## src/rtl/pwm_sine_pkg.sv

```systemverilog
// rtl/pwm_sine_pkg.sv - shared types, constants and duty mapping for the PWM sine sequencer
package pwm_sine_pkg;

    typedef enum logic [1:0] {
        ST_IDLE  = 2'd0,
        ST_FETCH = 2'd1,
        ST_HOLD  = 2'd2
    } seq_state_e;

    localparam int DUTY_MID   = 128;
    localparam int QW_MAX_IDX = 63;

    // Negative half-wave (upper quadrants) maps below mid-scale; magnitude <= 127 keeps 1..255.
    function automatic logic [7:0] sine_duty(input logic neg, input logic [6:0] mag);
        logic [7:0] mid;
        mid = 8'(DUTY_MID);
        return neg ? (mid - {1'b0, mag}) : (mid + {1'b0, mag});
    endfunction

endpackage

```

## src/rtl/pwm_core.sv

```systemverilog
// rtl/pwm_core.sv - PWM period counter, comparator and wrap-gated duty register
module pwm_core #(
    parameter int PWM_BITS = 8
) (
    input  logic                clk,
    input  logic                rst_n,
    input  logic                ena_i,
    input  logic                run_i,
    input  logic                next_valid_i,
    input  logic [PWM_BITS-1:0] next_duty_i,
    output logic                wrap_o,
    output logic [PWM_BITS-1:0] duty_o,
    output logic                duty_load_o,
    output logic                pwm_out_o
);

    localparam logic [PWM_BITS-1:0] CNT_MAX  = '1;
    localparam logic [PWM_BITS-1:0] DUTY_RST = {1'b1, {(PWM_BITS-1){1'b0}}};

    logic [PWM_BITS-1:0] cnt_q;
    logic [PWM_BITS-1:0] duty_q;
    logic                duty_load_q;
    logic                pwm_q;

    assign wrap_o = ena_i && run_i && (cnt_q == CNT_MAX);

    always_ff @(posedge clk or negedge rst_n) begin
        if (!rst_n) begin
            cnt_q       <= '0;
            duty_q      <= DUTY_RST;
            duty_load_q <= 1'b0;
            pwm_q       <= 1'b0;
        end else if (ena_i) begin
            if (!run_i) begin
                cnt_q       <= '0;
                pwm_q       <= 1'b0;
                duty_load_q <= 1'b0;
            end else begin
                cnt_q       <= cnt_q + PWM_BITS'(1);
                pwm_q       <= (cnt_q < duty_q);
                duty_load_q <= wrap_o && next_valid_i;
                // Duty only changes on the period boundary so no pulse is ever truncated.
                if (wrap_o && next_valid_i)
                    duty_q <= next_duty_i;
            end
        end
    end

    assign duty_o      = duty_q;
    assign duty_load_o = duty_load_q;
    assign pwm_out_o   = pwm_q;

endmodule

```

## src/rtl/pwm_sine_sequencer.sv

```systemverilog
// rtl/pwm_sine_sequencer.sv - phase accumulator and LUT fetch FSM driving the PWM core
module pwm_sine_sequencer
    import pwm_sine_pkg::*;
#(
    parameter int PWM_BITS      = 8,
    parameter int PHASE_BITS    = 16,
    parameter int LUT_ADDR_BITS = 6
) (
    input  logic                     clk,
    input  logic                     rst_n,
    input  logic                     ena,
    input  logic                     run,
    input  logic [7:0]               step,
    output logic                     lut_req,
    output logic [LUT_ADDR_BITS-1:0] lut_addr,
    input  logic                     lut_ack,
    input  logic [PWM_BITS-2:0]      lut_data,
    output logic [PWM_BITS-1:0]      duty,
    output logic                     duty_load,
    output logic                     pwm_out,
    output logic                     sample_miss,
    input  logic                     clr_miss
);

    seq_state_e                 state_q;
    logic [PHASE_BITS-1:0]      phase_q;
    logic [PHASE_BITS-1:0]      phase_d;
    logic                       lut_req_q;
    logic [LUT_ADDR_BITS-1:0]   lut_addr_q;
    logic                       neg_q;
    logic [PWM_BITS-1:0]        next_duty_q;
    logic                       next_valid_q;
    logic                       miss_q;
    logic                       wrap;
    logic [1:0]                 fetch_quad;
    logic [LUT_ADDR_BITS-1:0]   fetch_idx;
    logic [LUT_ADDR_BITS-1:0]   fetch_addr;

    // Fetches launched in a wrap cycle must already see the advanced phase.
    assign phase_d    = wrap ? (phase_q + PHASE_BITS'(step)) : phase_q;
    assign fetch_quad = phase_d[PHASE_BITS-1 -: 2];
    assign fetch_idx  = phase_d[PHASE_BITS-3 -: LUT_ADDR_BITS];
    assign fetch_addr = fetch_quad[0] ? (LUT_ADDR_BITS'(QW_MAX_IDX) - fetch_idx) : fetch_idx;

    always_ff @(posedge clk or negedge rst_n) begin
        if (!rst_n) begin
            state_q      <= ST_IDLE;
            phase_q      <= '0;
            lut_req_q    <= 1'b0;
            lut_addr_q   <= '0;
            neg_q        <= 1'b0;
            next_duty_q  <= PWM_BITS'(DUTY_MID);
            next_valid_q <= 1'b0;
            miss_q       <= 1'b0;
        end else if (ena) begin
            if (clr_miss)
                miss_q <= 1'b0;
            if (!run) begin
                state_q      <= ST_IDLE;
                lut_req_q    <= 1'b0;
                next_valid_q <= 1'b0;
            end else begin
                phase_q <= phase_d;
                // A later set of next_valid (ack in the wrap cycle) overrides this consume.
                if (wrap) begin
                    if (next_valid_q)
                        next_valid_q <= 1'b0;
                    else
                        miss_q <= 1'b1;
                end
                case (state_q)
                    ST_IDLE: begin
                        state_q    <= ST_FETCH;
                        lut_req_q  <= 1'b1;
                        lut_addr_q <= fetch_addr;
                        neg_q      <= fetch_quad[1];
                    end
                    ST_FETCH: begin
                        if (lut_ack) begin
                            next_duty_q  <= sine_duty(neg_q, lut_data);
                            next_valid_q <= 1'b1;
                            lut_req_q    <= 1'b0;
                            state_q      <= ST_HOLD;
                        end
                    end
                    ST_HOLD: begin
                        if (wrap) begin
                            state_q    <= ST_FETCH;
                            lut_req_q  <= 1'b1;
                            lut_addr_q <= fetch_addr;
                            neg_q      <= fetch_quad[1];
                        end
                    end
                    default: state_q <= ST_IDLE;
                endcase
            end
        end
    end

    pwm_core #(
        .PWM_BITS (PWM_BITS)
    ) u_pwm_core (
        .clk          (clk),
        .rst_n        (rst_n),
        .ena_i        (ena),
        .run_i        (run),
        .next_valid_i (next_valid_q),
        .next_duty_i  (next_duty_q),
        .wrap_o       (wrap),
        .duty_o       (duty),
        .duty_load_o  (duty_load),
        .pwm_out_o    (pwm_out)
    );

    assign lut_req     = lut_req_q;
    assign lut_addr    = lut_addr_q;
    assign sample_miss = miss_q;

endmodule

```

## config.mk

```make
export PLATFORM = sky130hd
export DESIGN_NAME = pwm_sine_sequencer
export DESIGN_NICKNAME = d
export VERILOG_FILES = /design/src/rtl/pwm_sine_pkg.sv /design/src/rtl/pwm_core.sv /design/src/rtl/pwm_sine_sequencer.sv
export SDC_FILE = /design/constraint.sdc
export NUM_CORES = 1
export LEC_CHECK = 0
export CAP_MARGIN = 5
export CORE_UTILIZATION = 44
export CTS_CLUSTER_SIZE = 8
export DETAILED_ROUTE_END_ITERATION = 8
export PLACE_DENSITY_LB_ADDON = 0.25
export SYNTH_ARGS = -nofsm -noshare
export SYNTH_HDL_FRONTEND = slang
export SYNTH_SLANG_ARGS = --single-unit
```

## constraint.sdc

```tcl
create_clock -name clk -period 2.2 [get_ports clk]
set_input_delay 0.33 -clock clk [delete_from_list [all_inputs] [get_ports clk]]
set_output_delay 0.33 -clock clk [all_outputs]
set_load 0.02 [all_outputs]
```

==> results of run 1 <==
[registers in the layout (all words and copies together) (netlist names)]
signal	cells
lut_addr	6
u_pwm_core.duty_load_o	1
u_pwm_core.duty_o	8
neg_q	1
next_duty_q	8
u_pwm_core.pwm_out_o	1
sample_miss	1
state_q	2
lut_req	1
next_valid_q	1
phase_q	16
u_pwm_core.cnt_q	8
[cell usage in the layout, fill, tap and decap left out, types with 10 or more instances in the layout]
cell type        count
nand2_1             56
inv_1               19
buf_4               50
xnor2_1             10
dfrtp_1             51
mux2_2              10
nand3_1             11
clkdlybuf4s50_1     30
o21ai_0             31
ha_1                13
[metal layers]
| layer | track usage, % | vias up | wire, um |
|---|---|---|---|
| li1 | - | 1340 | - |
| met1 | 26.9 | 1304 | 3350 |
| met2 | 34.8 | 67 | 3650 |
| met3 | 2.60 | 6 | 265 |
| met4 | 5.61 | 0 | 55 |
| met5 | 0 | - | 0 |
[cell usage after synthesis, types with 3 or more instances]
cell type,instances
o31a_1,3
nor4_1,5
inv_1,19
o21ai_0,34
a32oi_1,3
a211oi_1,3
xor2_1,6
and3_1,4
nand2b_1,4
nand3_1,12
o22ai_1,3
a21oi_1,11
dfrtp_1,52
o31ai_1,5
mux2i_1,7
o211ai_1,3
nor2b_1,6
or3_1,4
nor2_1,4
a21o_1,3
or2_2,3
ha_1,21
clkbuf_1,7
nand2_1,56
mux2_2,10
xnor2_1,10
[cell families after synthesis]
logic type	count (synthesis)
buffers and inverters	29
adder cells (fa/ha/maj)	22
AND/OR/NAND/NOR	112
flip-flops	54
XOR/XNOR	16
AO/OA/AOI/OAI	77
multiplexers	17
[timing repair]
item	CTS	global route
setup endpoints to repair	6	7
gates resized for setup	15	33
pin swaps	7	19
hold buffers	0	0
buffers inserted	1	6
[power groups by stage]
| stage | Clock [mW] | Sequential [mW] | Combinational [mW] |
|---|---|---|---|
| 6_report | 0.611 | 1.17 | 0.479 |
| 5_1_grt | 0.659 | 1.19 | 0.537 |
| 4_1_cts | 0.626 | 1.17 | 0.463 |
| 3_5_place_dp | 0 | 1.19 | 0.451 |
| 3_3_place_gp | 0 | 1.18 | 0.438 |
| 2_1_floorplan | 0 | 1.19 | 0.237 |
[area by class of cell]
type                       count  area (um2)  share of cell area, %
clock buffer                   5        68.8                   1.59
clock inverter                 3        28.8                  0.664
inverter                      20        75.1                   1.73
multi-input combinational    244        1870                   43.3
sequential                    54        1360                   31.3
tap                           96         120                   2.77
timing repair buffer          91         811                   18.7
[how the worst max path moves through the flow]
stage,start,to,slack (ns)
floorplan,u_pwm_core.cnt_q[0]$_DFFE_PN0P_,lut_addr[3]$_DFFE_PN0P_,0.02
global placement,step[0],lut_addr[3]$_DFFE_PN0P_,-0.48
detailed placement,step[0],lut_addr[5]$_DFFE_PN0P_,-0.58
CTS,step[2],neg_q$_DFFE_PN0P_,-0.009
global route,phase_q[5]$_DFFE_PN0P_,lut_addr[1]$_DFFE_PN0P_,-0.06
finish,ena,phase_q[7]$_DFFE_PN0P_,0.02
[critical path: cells and delay by family]
kind          cells  cell delay, ns
simple gates      4            1.12
buf+inv           3            0.97
[through the flow]
stage,hold WS [ns],util [%],cell area (um2),setup TNS [ns]
after floorplan,0.0344,-,3100,0
after global placement,0.377,57.8,3930,-5.16
after detailed placement,0.375,57.8,3930,-6.22
after CTS,0.0273,60.7,4120,-0.00922
after global routing,0.0542,63.8,4330,-0.243
final,0.00773,63.8,4330,0
==> out/qor.csv, run 1 <==
stage,metric,value,unit
setup_path,slowest_stage,clkdlybuf4s50_1,
synth,muxShareOfSynthArea,5.89,%
global_routing,grt_pass1_vias,2585,
detailed_routing,ant_nets,0,
timing,maxSlewViolCount,0,
timing,post-route-period-util,98.9,%
synth,synthTopCellsByArea,"dfrtp_1, ha_1, nand2_1, o21ai_0, mux2_2",
timing,finalClockSkew,0.0104,ns
synth,synth_top_cell_area_share,41.9,%
job,cap_violations,0,
clock_tree,cts_buffer_depth,2,
pwr,power,2.26,mW
timing,hold_viol,0,
synth,synth_top_family_by_area,simple AND/OR/NAND/NOR gates,
pwr,p_int,1.58,mW
setup_path,r2r_setup_slack,0.04,ns
detailed_routing,routed_wl,7320,um
timing,worstMarginPinSlew,0.608,ns
clock_tree,clkLatencyLatePin,0.31,ns
setup_path,rr_endpoint,lut_addr[5]$_DFFE_PN0P_,
synth,synth_fa_ha_area_share,9.11,%
synth,synth-simple-area-share,18.0,%
setup_path,rr_worst_depth,6,
finish,drive_above_1_share,26.1,%
synth,synth_top_flop_cell,dfrtp_1,
die,start_util,45.7,%
synth,synthCells,327,
timing,max_freq,0.460,GHz
global_routing,grt_max_degree,26,
synth,async_flop_share,100,%
finish,fillers,563,
synth,synth_area,3100,um2
pwr,switching_share,30.0,%
detailed_routing,drt_iter0_drc,110,
synth,yosysWarnings,0,
timing,rsz0062_at_grt,yes,
placement,gp_congestion,0.804,
synth,synth_top_cell_by_area,dfrtp_1,
pwr,leakage,2.00,nW
die,dieArea,7390,um2
global_routing,antenna_found_initial,0,
finish,stdcell_count,513,
pwr,max-vdd-ir-drop,0.305,mV
clock_tree,numCtsBuffers,5,
placement,post-place-ws,-0.578,ns
worst_hold_path,hold_class,primary input to asynchronous set/reset pin,
pwr,clockPowerShare,27.0,%
die,io_pins,39,
setup_path,start_kind,primary input,
die,rows,30,
global_routing,grt_overflow,0,
global_routing,grt_usage,20.3,%
setup_path,cp_max_fo,11,
finish,synthToLayoutAreaGrowth,39.6,%
timing,post-route-min-period,2.18,ns
detailed_routing,drc_errors,0,
synth,syn_avg_cell_area,9.49,um2
detailed_routing,dr_total_vias,2717,
setup_path,crit_required,2.45,ns
die,core,6790,um2
detailed_routing,wire_per_inst,14.3,um
setup_path,path_cells,clkdlybuf4s50_1 > buf_4 > nand3_1 > or3_1 > buf_4 > or4b_1 > nand3_1,
synth,yosysUniqueCellTypes,49,
clock_tree,h-tree-depth,2,
clock_tree,cts_sinks,54,
detailed_routing,first_pass_iters,4,
synth,synth_edf_count,0,
placement,dpl.hpwl,5190,um
pwr,pwr-share-seq,51.8,%
outcome,status,finished clean,
timing,slew_headroom,59.5,%
detailed_routing,avgViaCountPerCell,5.30,
synth,yosysSeqAreaShare,43.6,%
global_routing,grt_pass1_wl,11800,um
pwr,power.switching,0.678,mW
clock_tree,cts_tree,done,
synth,synth_compound_area_share,15.2,%
setup_path,reg2reg_from,u_pwm_core.cnt_q[0]$_DFFE_PN0P_,
synth,yosys.area_share.xor_xnor,4.52,%
timing,worst_slack,0.0238,ns
clock_tree,clk_pin_slew,0.11,ns
timing,final-setup-viol-count,0,
pwr,powerDensity,522,nW/um2
placement,dp.cells,499,
synth,syn_nets,370,
pwr,pwr-share-comb,21.2,%
setup_path,cp.arrival,2.43,ns
setup_path,worstSetupPathType,primary input to flop,
placement,port_buffers,38,
finish,n_antenna_cell,0,
clock_tree,clock-root-buffer,clkbuf_8,
synth,yosys_register_bits,54,
setup_path,crit_path_end_kind,flop,
die,die_h,86.0,um
finish,nNetsFinal,459,
die,die_x,86.0,um
setup_path,max_stage_delay,0.57,ns
Note: power is estimated with default switching activity, not from simulation.
==> inputs of run 2 (changes only) <==
--- a/config.mk
+++ b/config.mk
@@ -6,6 +6,7 @@
 export NUM_CORES = 1
 export LEC_CHECK = 0
 export CAP_MARGIN = 5
+export CORE_MARGIN = 2
 export CORE_UTILIZATION = 44
 export CTS_CLUSTER_SIZE = 8
 export DETAILED_ROUTE_END_ITERATION = 8
==> run 2 against run 1 <==
Net effect:
- the run now ends with negative hold slack, negative setup slack left
- clock-buffer cell count increased by 1
- register-to-register slack got worse by 0.07 ns
- critical path depth grew 2
- clock power grew 10%
- first-iteration DRC count rose by 0.91%
- clock skew down 0.0020 ns
- sequential power about the same
- cell area is 0.46% higher
- sequential cell count unchanged
- sequential share of layout area shrank 0.17 points
- total power up 3.2%
- critical endpoint is now lut_addr[5]$_DFFE_PN0P_
- largest cell class unchanged
- largest power group unchanged
==> out/qor.csv, run 2 (synthesis gave the netlist of run 1 again) <==
stage,metric,value,unit
worst_hold_path,hold_class,primary input to asynchronous set/reset pin,
finish,nNetsFinal,462,
outcome,status,"finished, violations left",
placement,dp.cells,501,
timing,maxSlewViolCount,0,
timing,finalClockSkew,0.00835,ns
clock_tree,clock-root-buffer,clkbuf_8,
setup_path,crit_required,2.39,ns
pwr,pwr-share-comb,20.8,%
die,io_pins,39,
setup_path,worstSetupPathType,flop to flop,
clock_tree,clkLatencyLatePin,0.30,ns
finish,final_util,64.1,%
die,rows,30,
timing,post-route-min-period,2.23,ns
placement,post-place-ws,-0.498,ns
timing,fin_hold_ws,-0.00324,ns
detailed_routing,dr_total_vias,2653,
placement,dpl.hpwl,5090,um
pwr,leakage,2.00,nW
detailed_routing,drc_errors,0,
die,die_x,88.0,um
global_routing,grt_overflow,0,
clock_tree,numCtsBuffers,5,
clock_tree,clk_pin_slew,0.10,ns
global_routing,grt_pass1_wl,11700,um
detailed_routing,routed_wl,7050,um
pwr,p_int,1.69,mW
timing,worst_slack,-0.0258,ns
finish,synthToLayoutAreaGrowth,40.3,%
outcome,violations,"negative hold slack, negative setup slack",
timing,rsz0062_at_grt,yes,
finish,stdcell_count,516,
finish,top_register,phase_q,
die,core,6790,um2
pwr,powerDensity,536,nW/um2
pwr,max-vdd-ir-drop,0.421,mV
global_routing,grt_pass1_vias,2688,
placement,port_buffers,38,
setup_path,worst-path-buf-inv,1,
pwr,clockPowerShare,28.9,%
setup_path,cp.depth,9,
setup_path,start_kind,flop,
timing,final-setup-viol-count,3,
setup_path,crit_family,simple AND/OR/NAND/NOR gates,
die,start_util,45.7,%
global_routing,antenna_found_initial,0,
finish,final_cell_mix,"nand2_1, dfrtp_1, buf_4, o21ai_0, clkdlybuf4s50_1",
setup_path,slowest_stage,fa_2,
setup_path,crit_path_end_kind,flop,
pwr,switching_share,27.4,%
timing,hold_viol,4,
setup_path,max_stage_delay,0.43,ns
timing,post-route-period-util,101,%
setup_path,cp_max_fo,4,
clock_tree,cts_buffer_depth,2,
detailed_routing,ant_nets,0,
pwr,power.switching,0.640,mW
finish,drive_above_1_share,24.8,%
setup_path,path_cells,ha_2 > fa_2 > nand3_4 > a21oi_4 > buf_4 > or2_4 > and3b_1 > a32oi_1 > nand3_1,
clock_tree,h-tree-depth,2,
die,die_h,88.0,um
pwr,pwr-share-seq,50.3,%
timing,max_freq,0.449,GHz
timing,tns,-0.0529,ns
timing,worstMarginPinSlew,0.541,ns
clock_tree,cts_tree,done,
setup_path,cp.arrival,2.42,ns
placement,gp_congestion,0.849,
detailed_routing,wire_per_inst,13.7,um
detailed_routing,first_pass_iters,4,
job,cap_violations,0,
finish,largest_reg_flops,16,
timing,slew_headroom,64.0,%
finish,n_antenna_cell,0,
setup_path,rr_worst_depth,9,
global_routing,grt_max_degree,34,
clock_tree,cts_sinks,54,
detailed_routing,avgViaCountPerCell,5.14,
finish,mostFrequentLayoutCell,nand2_1,
global_routing,grt_usage,19.1,%
die,dieArea,7740,um2
detailed_routing,drt_iter0_drc,111,
## run 2: cell count changes in the layout (fill, tap and decap cells not counted), sizes merged
cell,previous run,this run
clkinvlp,0,1
clkdlybuf4s50,30,31
clkinv,1,0
dlymetal6s2s,7,6
buf,54,57
clkbuf,5,6
inv,22,20
bufinv,0,1
## run 2: area by class of cell
class	instances	area (um2)
Fill cell	552	2440
Multi-Input combinational cell	244	1840
Sequential cell	54	1350
Timing Repair Buffer	94	856
Tap cell	96	120
Inverter	20	75.1
Clock buffer	6	72.6
Clock inverter	2	37.5
## run 2: metrics by stage
stage               hold slack, ns  cell area [um2]  total power [mW]
detailed placement           0.355             3970              1.65
floorplan                   0.0344             3100              1.43
global route                0.0273             4350              2.47
finish                    -0.00324             4350              2.33
CTS                         0.0223             4160              2.33
global placement             0.349             3970              1.64
## run 2: layer usage
| layer | routed length [um] | track usage, % |
|---|---|---|
| met4 | 101 | 6.71 |
| met3 | 160 | 2.45 |
| met1 | 3360 | 24.8 |
| met2 | 3430 | 33.0 |
| met5 | 0 | 0 |
## run 2: timing repair
action,4_1_cts,5_1_grt
pin swaps,3,15
endpoints found under the setup margin,7,13
resized for setup,10,28
setup buffers,3,4
hold buffers,0,0
## run 2: worst paths after layout
check / end / slack, ns / startpoint
setup / recovery: lut_addr[5]$_DFFE_PN0P_ / -0.03 / phase_q[0]$_DFFE_PN0P_
hold / removal: u_pwm_core.duty_o[1]$_DFFE_PN0P_ / -0.003 / rst_n
setup reg to reg: lut_addr[5]$_DFFE_PN0P_ / -0.03 / phase_q[0]$_DFFE_PN0P_
hold reg to reg: phase_q[15]$_DFFE_PN0P_ / 0.47 / phase_q[15]$_DFFE_PN0P_
max in group asynchronous: next_duty_q[7]$_DFFE_PN1P_ / 1.57 / rst_n
min in group clk: phase_q[0]$_DFFE_PN0P_ / 0.37 / step[0]
## run 2: power groups by stage
stage / Clock (mW) / Combinational (mW) / Sequential (mW)
2_1_floorplan: 0 / 0.237 / 1.19
3_3_place_gp: 0 / 0.450 / 1.19
3_5_place_dp: 0 / 0.461 / 1.19
4_1_cts: 0.689 / 0.470 / 1.17
5_1_grt: 0.725 / 0.553 / 1.19
6_report: 0.675 / 0.486 / 1.17
==> inputs of run 3 (changes only) <==
--- a/config.mk
+++ b/config.mk
@@ -8,9 +8,9 @@
 export CAP_MARGIN = 5
 export CORE_MARGIN = 2
 export CORE_UTILIZATION = 44
-export CTS_CLUSTER_SIZE = 8
 export DETAILED_ROUTE_END_ITERATION = 8
 export PLACE_DENSITY_LB_ADDON = 0.25
+export SLEW_MARGIN = 20
 export SYNTH_ARGS = -nofsm -noshare
 export SYNTH_HDL_FRONTEND = slang
 export SYNTH_SLANG_ARGS = --single-unit
==> results of run 3 <==
Final layout, timing and power as in run 2 (identical DEF).
==> variant 1, RTL diff (settings of run 3) <==
Encoding of `seq_state_e`: now one-hot (3 bits for 3 states).
--- a/src/rtl/pwm_sine_pkg.sv
+++ b/src/rtl/pwm_sine_pkg.sv
@@ -1,10 +1,10 @@
 // rtl/pwm_sine_pkg.sv - shared types, constants and duty mapping for the PWM sine sequencer
 package pwm_sine_pkg;
 
-    typedef enum logic [1:0] {
-        ST_IDLE  = 2'd0,
-        ST_FETCH = 2'd1,
-        ST_HOLD  = 2'd2
+    typedef enum logic [2:0] {
+        ST_IDLE  = 3'b001,
+        ST_FETCH = 3'b010,
+        ST_HOLD  = 3'b100
     } seq_state_e;
 
     localparam int DUTY_MID   = 128;
Behaviour: same outputs for any inputs over 10 cycles, from zero or initial values and one cycle with rst_n low; not proved beyond that.
==> variant 1 against run 3 <==
The flow still finishes with violations (hold timing, setup timing). First-iteration DRC count up 59%. Non-clock buffer count shrank 12. Setup slack worse by 0.0046 ns. Clock skew is 0.0028 ns lower. Via count is 2.1% lower. Sequential power rose by 9%. Hold slack worse by 0.0076 ns. Sequential cell count grew 1. Final area is 3.3% lower. Synthesized area rose by 1.9%. Utilization fell by 2.8 points. Power increased by 18%. Wire length down 0.65%. Critical path type is now input pin to flip-flop.
==> variant 1: results (changes against run 3) <==
1st-iter DRT viols=177 (+59%); via count=2596 (-2.1%); CP max FO=5 (+1); synth top area cells=dfrtp_1 41%, ha_1 6.7%, nand2_1 4.2%; failing checks=hold timing, setup timing; worst endpoint data arrival time=2.44 ns (+0.02 ns); GPL Wtd Cong=0.791 (-6.9%); setup violators final=5 (+2); Commonest cells post-synth=52 x dfrtp_1, 35 x nand2_1, 21 x a21oi_1; setup TNS=-0.126 ns (-0.0731 ns); layout cell share with drive strength beyond 1=23.7% (-1.0 points); Yosys cell types=53 (+8.2%); crit-path max cell delay=0.40 ns (-0.03 ns); final hold slack=-0.0109 ns (-0.00762 ns); Max IR drop VDD=0.000317 V (-25%); DP HPWL=5080 um (-0.20%); Final WS setup=-0.0304 ns (-0.00456 ns); layout net count=430 (-6.9%); Mapped Nets=352 (-4.9%); leakage=1.93 nW (-3.6%); Finished Layout Cells=488 (-5.4%); first-pass GRT wire length=12200 um (+4.6%); Placement Cell Area=3970 sq um (+0.16%); Inst Count DP=479 (-4.4%); area of the multi-input gates=1760 sq um (-4.5%); status=finished, violations left; Final Hold Viols=8 (+4); total of fill cells in the finished design=586 (+6.2%); clk_skew=0.00560 ns (-0.00275 ns)
[variant 1: cell count changes after synthesis, moves of 4 or more]
cell      change
a21o_1        +6
a21oi_1      +10
ha_1          -4
nand2_1      -21
nor2_1       +11
nor2b_1       -4
o21a_1        +5
o21ai_0      -15
o221ai_1      +4
[variant 1: cell type report]
type                    instances  area share, %
repair buffers                 82           17.6
flip-flops and latches         55           32.8
clock buffers                   6           1.72
clock inverters                 2           1.43
well taps                      96           2.85
inverters                      20           1.90
multi-input cells             227           41.7
[variant 1: per-layer routing]
| layer | wire, um | part of all wire [%] | vias to the layer above | global-route usage [%] |
|---|---|---|---|---|
| met4 | 94 | 1.3 | 0 | 5.79 |
| li1 | - | - | 1286 | - |
| met2 | 3280 | 47 | 53 | 32.8 |
| met5 | 0 | 0 | - | 0 |
| met1 | 3360 | 48 | 1249 | 27.7 |
| met3 | 264 | 3.8 | 8 | 3.36 |
[variant 1: worst reg2reg max path: stages (launching register included)]
cell and delay [ns]:
dfrtp_1 0.41, ha_2 0.19, fa_2 0.37, a211oi_4 0.27, nor3_4 0.10, o2111a_1 0.26
o21a_4 0.23, buf_6 0.13, nand3_2 0.07, o221ai_2 0.08
[variant 1: cell families (layout without fill, tap and decap cells)]
kind of cell | count (synthesis) | count (layout) | synth area share, %
compound gates | 89 | 89 | 20.7
xor+xnor | 17 | 17 | 5.42
fa+ha+maj | 18 | 18 | 7.36
buf+inv | 31 | 110 | 3.88
flops | 55 | 55 | 43.7
mux | 15 | 15 | 5.19
simple gates | 88 | 88 | 13.8
[variant 1: report_power, final]
part           switching (mW)  leakage (nW)  internal [mW]
combinational           0.327          1.15          0.354
clock                   0.342        0.0654          0.455
sequential              0.105         0.710           1.17
total                   0.774          1.93           1.97
[variant 1: path summary, 6_finish.rpt]
path / start / end / cells past startpoint / slack (ns)
max: step[5] / lut_addr[2]$_DFFE_PN0P_ / 8 / -0.03
min: rst_n / phase_q[0]$_DFFE_PN0P_ / 2 / -0.01
max reg2reg: phase_q[0]$_DFFE_PN0P_ / lut_addr[1]$_DFFE_PN0P_ / 9 / -0.03
min reg2reg: phase_q[15]$_DFFE_PN0P_ / phase_q[15]$_DFFE_PN0P_ / 1 / 0.48
max in group asynchronous: rst_n / next_duty_q[7]$_DFFE_PN1P_ / 2 / 1.90
min in group clk: phase_q[15]$_DFFE_PN0P_ / phase_q[15]$_DFFE_PN0P_ / 1 / 0.48
[variant 1: timing repair]
| item | in CTS | in global routing |
|---|---|---|
| buffers inserted | 1 | 0 |
| hold buffers | 0 | 0 |
| endpoints found under the setup margin | 7 | 9 |
| pin swaps | 16 | 9 |
| resized for setup | 14 | 7 |
==> variant 2, RTL diff (config.mk and constraints of run 3) <==
Without the edit above. Change the parameter `LUT_ADDR_BITS` from 6 to 5.
--- a/src/rtl/pwm_sine_sequencer.sv
+++ b/src/rtl/pwm_sine_sequencer.sv
@@ -4,7 +4,7 @@
 #(
     parameter int PWM_BITS      = 8,
     parameter int PHASE_BITS    = 16,
-    parameter int LUT_ADDR_BITS = 6
+    parameter int LUT_ADDR_BITS = 5
 ) (
     input  logic                     clk,
     input  logic                     rst_n,
Interface: changed (resized lut_addr); port bits go from 39 to 38. No check against the original RTL was run, so the function may have changed too.
==> variant 2 against run 3 <==
The run ends with setup timing left. Global-route usage is 1.1 points lower. Synthesized area is 2.7% lower. Sequential cell count is 1 lower. Power is 7.0% lower. Wire length is 13% lower. Final area is 7.4% lower. Setup slack worse by 0.13 ns.
==> variant 2: results (changes against run 3) <==
status=finished, violations left; failing checks=setup timing; crit-path max cell delay=0.53 ns (+0.10 ns); Max IR drop VDD=0.000304 V (-28%); Tapcell Cnt=80 (-17%); syn avg cell area=10.2 sq um (+7.5%); Worst Tran Pin Value=0.617 ns (+0.0768 ns); Setup WS pre-CTS=-0.671 ns (-0.172 ns); post-synthesis mux area share=6.34% (+0.45 points); initial antenna violation count=0 (unchanged); Clock Network Area Fraction=2.39% (-0.14 points); layout net count=415 (-10%); Post-Synth Adder-Cell Area=9.37% (+0.25 points); Total Wirelength=6140 um (-13%); internal power=1.56 mW (-7.9%); drt pass-1 iters=4 (unchanged); slowest CP cell=or4b_4; setup violators final=6 (+3); Mapped Nets=339 (-8.4%); storage element area=1330 sq um (-1.8%); DP HPWL=4530 um (-11%); Yosys cell types=48 (-2.0%); via count=2366 (-11%); GRT Total Usage=18.0% (-1.1 points); post-synthesis sequential area ratio=44.0% (+0.38 points); setup TNS=-0.604 ns (-0.552 ns); Non-clock buffers=75 (-20%); synth top area cells=dfrtp_1 42%, ha_1 8.7%, nand2_1 5.8%; Logic inverters=19 (-5.0%); leakage=1.86 nW (-7.2%); Finished Layout Cells=453 (-12%); Final WS setup=-0.157 ns (-0.131 ns); Inst Count DP=439 (-12%); Seq cells post-synth=53 (-1.9%); total of fill cells in the finished design=569 (+3.1%); GPL Wtd Cong=0.803 (-5.5%); I/O Buffers=37 (-2.6%); Post-Synth XOR/XNOR Area=8.45% (+3.9 points); clk_skew=0.00614 ns (-0.00221 ns); largest net degree at the start of global routing=28 (-18%); critical path launch point=phase_q[4]$_DFFE_PN0P_; complex-gate fraction of the synthesized area=13.8% (-1.5 points); Commonest cells post-synth=51 x dfrtp_1, 47 x nand2_1, 33 x o21ai_0; 1st-iter DRT viols=73 (-34%)
## variant 2: power groups by stage
| stage | Combinational [mW] | Sequential [mW] | Clock (mW) |
|---|---|---|---|
| 3_3_place_gp | 0.419 | 1.17 | 0 |
| 4_1_cts | 0.430 | 1.16 | 0.603 |
| 5_1_grt | 0.491 | 1.18 | 0.655 |
| 3_5_place_dp | 0.429 | 1.18 | 0 |
| 2_1_floorplan | 0.237 | 1.18 | 0 |
| 6_report | 0.426 | 1.16 | 0.587 |
## variant 2: worst register-to-register path, stage by stage (launching register included)
cell and delay [ns]:
dfrtp_1 0.43, ha_4 0.30, o211ai_1 0.10, o211ai_1 0.25
or4b_4 0.53, xnor2_4 0.17, xnor3_1 0.22, mux2_4 0.26
## variant 2: what timing repair did
item,in CTS,in global routing
gates resized for setup,17,9
endpoints found under the hold margin,0,0
buffers inserted,5,1
pin swaps,11,10
endpoints found under the setup margin,6,7
## variant 2: metrics by stage
step	util, %	power, mW	hold WS, ns
global route	60.0	2.32	0.0567
detailed placement	56.2	1.61	0.380
CTS	58.9	2.19	0.0346
global placement	56.2	1.59	0.376
floorplan	-	1.41	0.0344
finish	60.0	2.17	0.0133
## variant 2: metal layers
layer  GRT usage, %  routed length [um]  vias up
met5              0                   0        -
met4           5.26                 115        0
met3           3.24                 151       11
met2           29.5                2860       43
met1           24.4                3020     1124
li1               -                   -     1188
## variant 2: path summary, 6_finish.rpt
check	end	slack, ns	cells past startpoint
max	lut_addr[1]$_DFFE_PN0P_	-0.16	7
min	phase_q[5]$_DFFE_PN0P_	0.01	1
max reg2reg	lut_addr[1]$_DFFE_PN0P_	-0.16	7
min reg2reg	phase_q[15]$_DFFE_PN0P_	0.48	1
max in group asynchronous	phase_q[9]$_DFFE_PN0P_	1.63	2
min in group clk	phase_q[15]$_DFFE_PN0P_	0.48	1
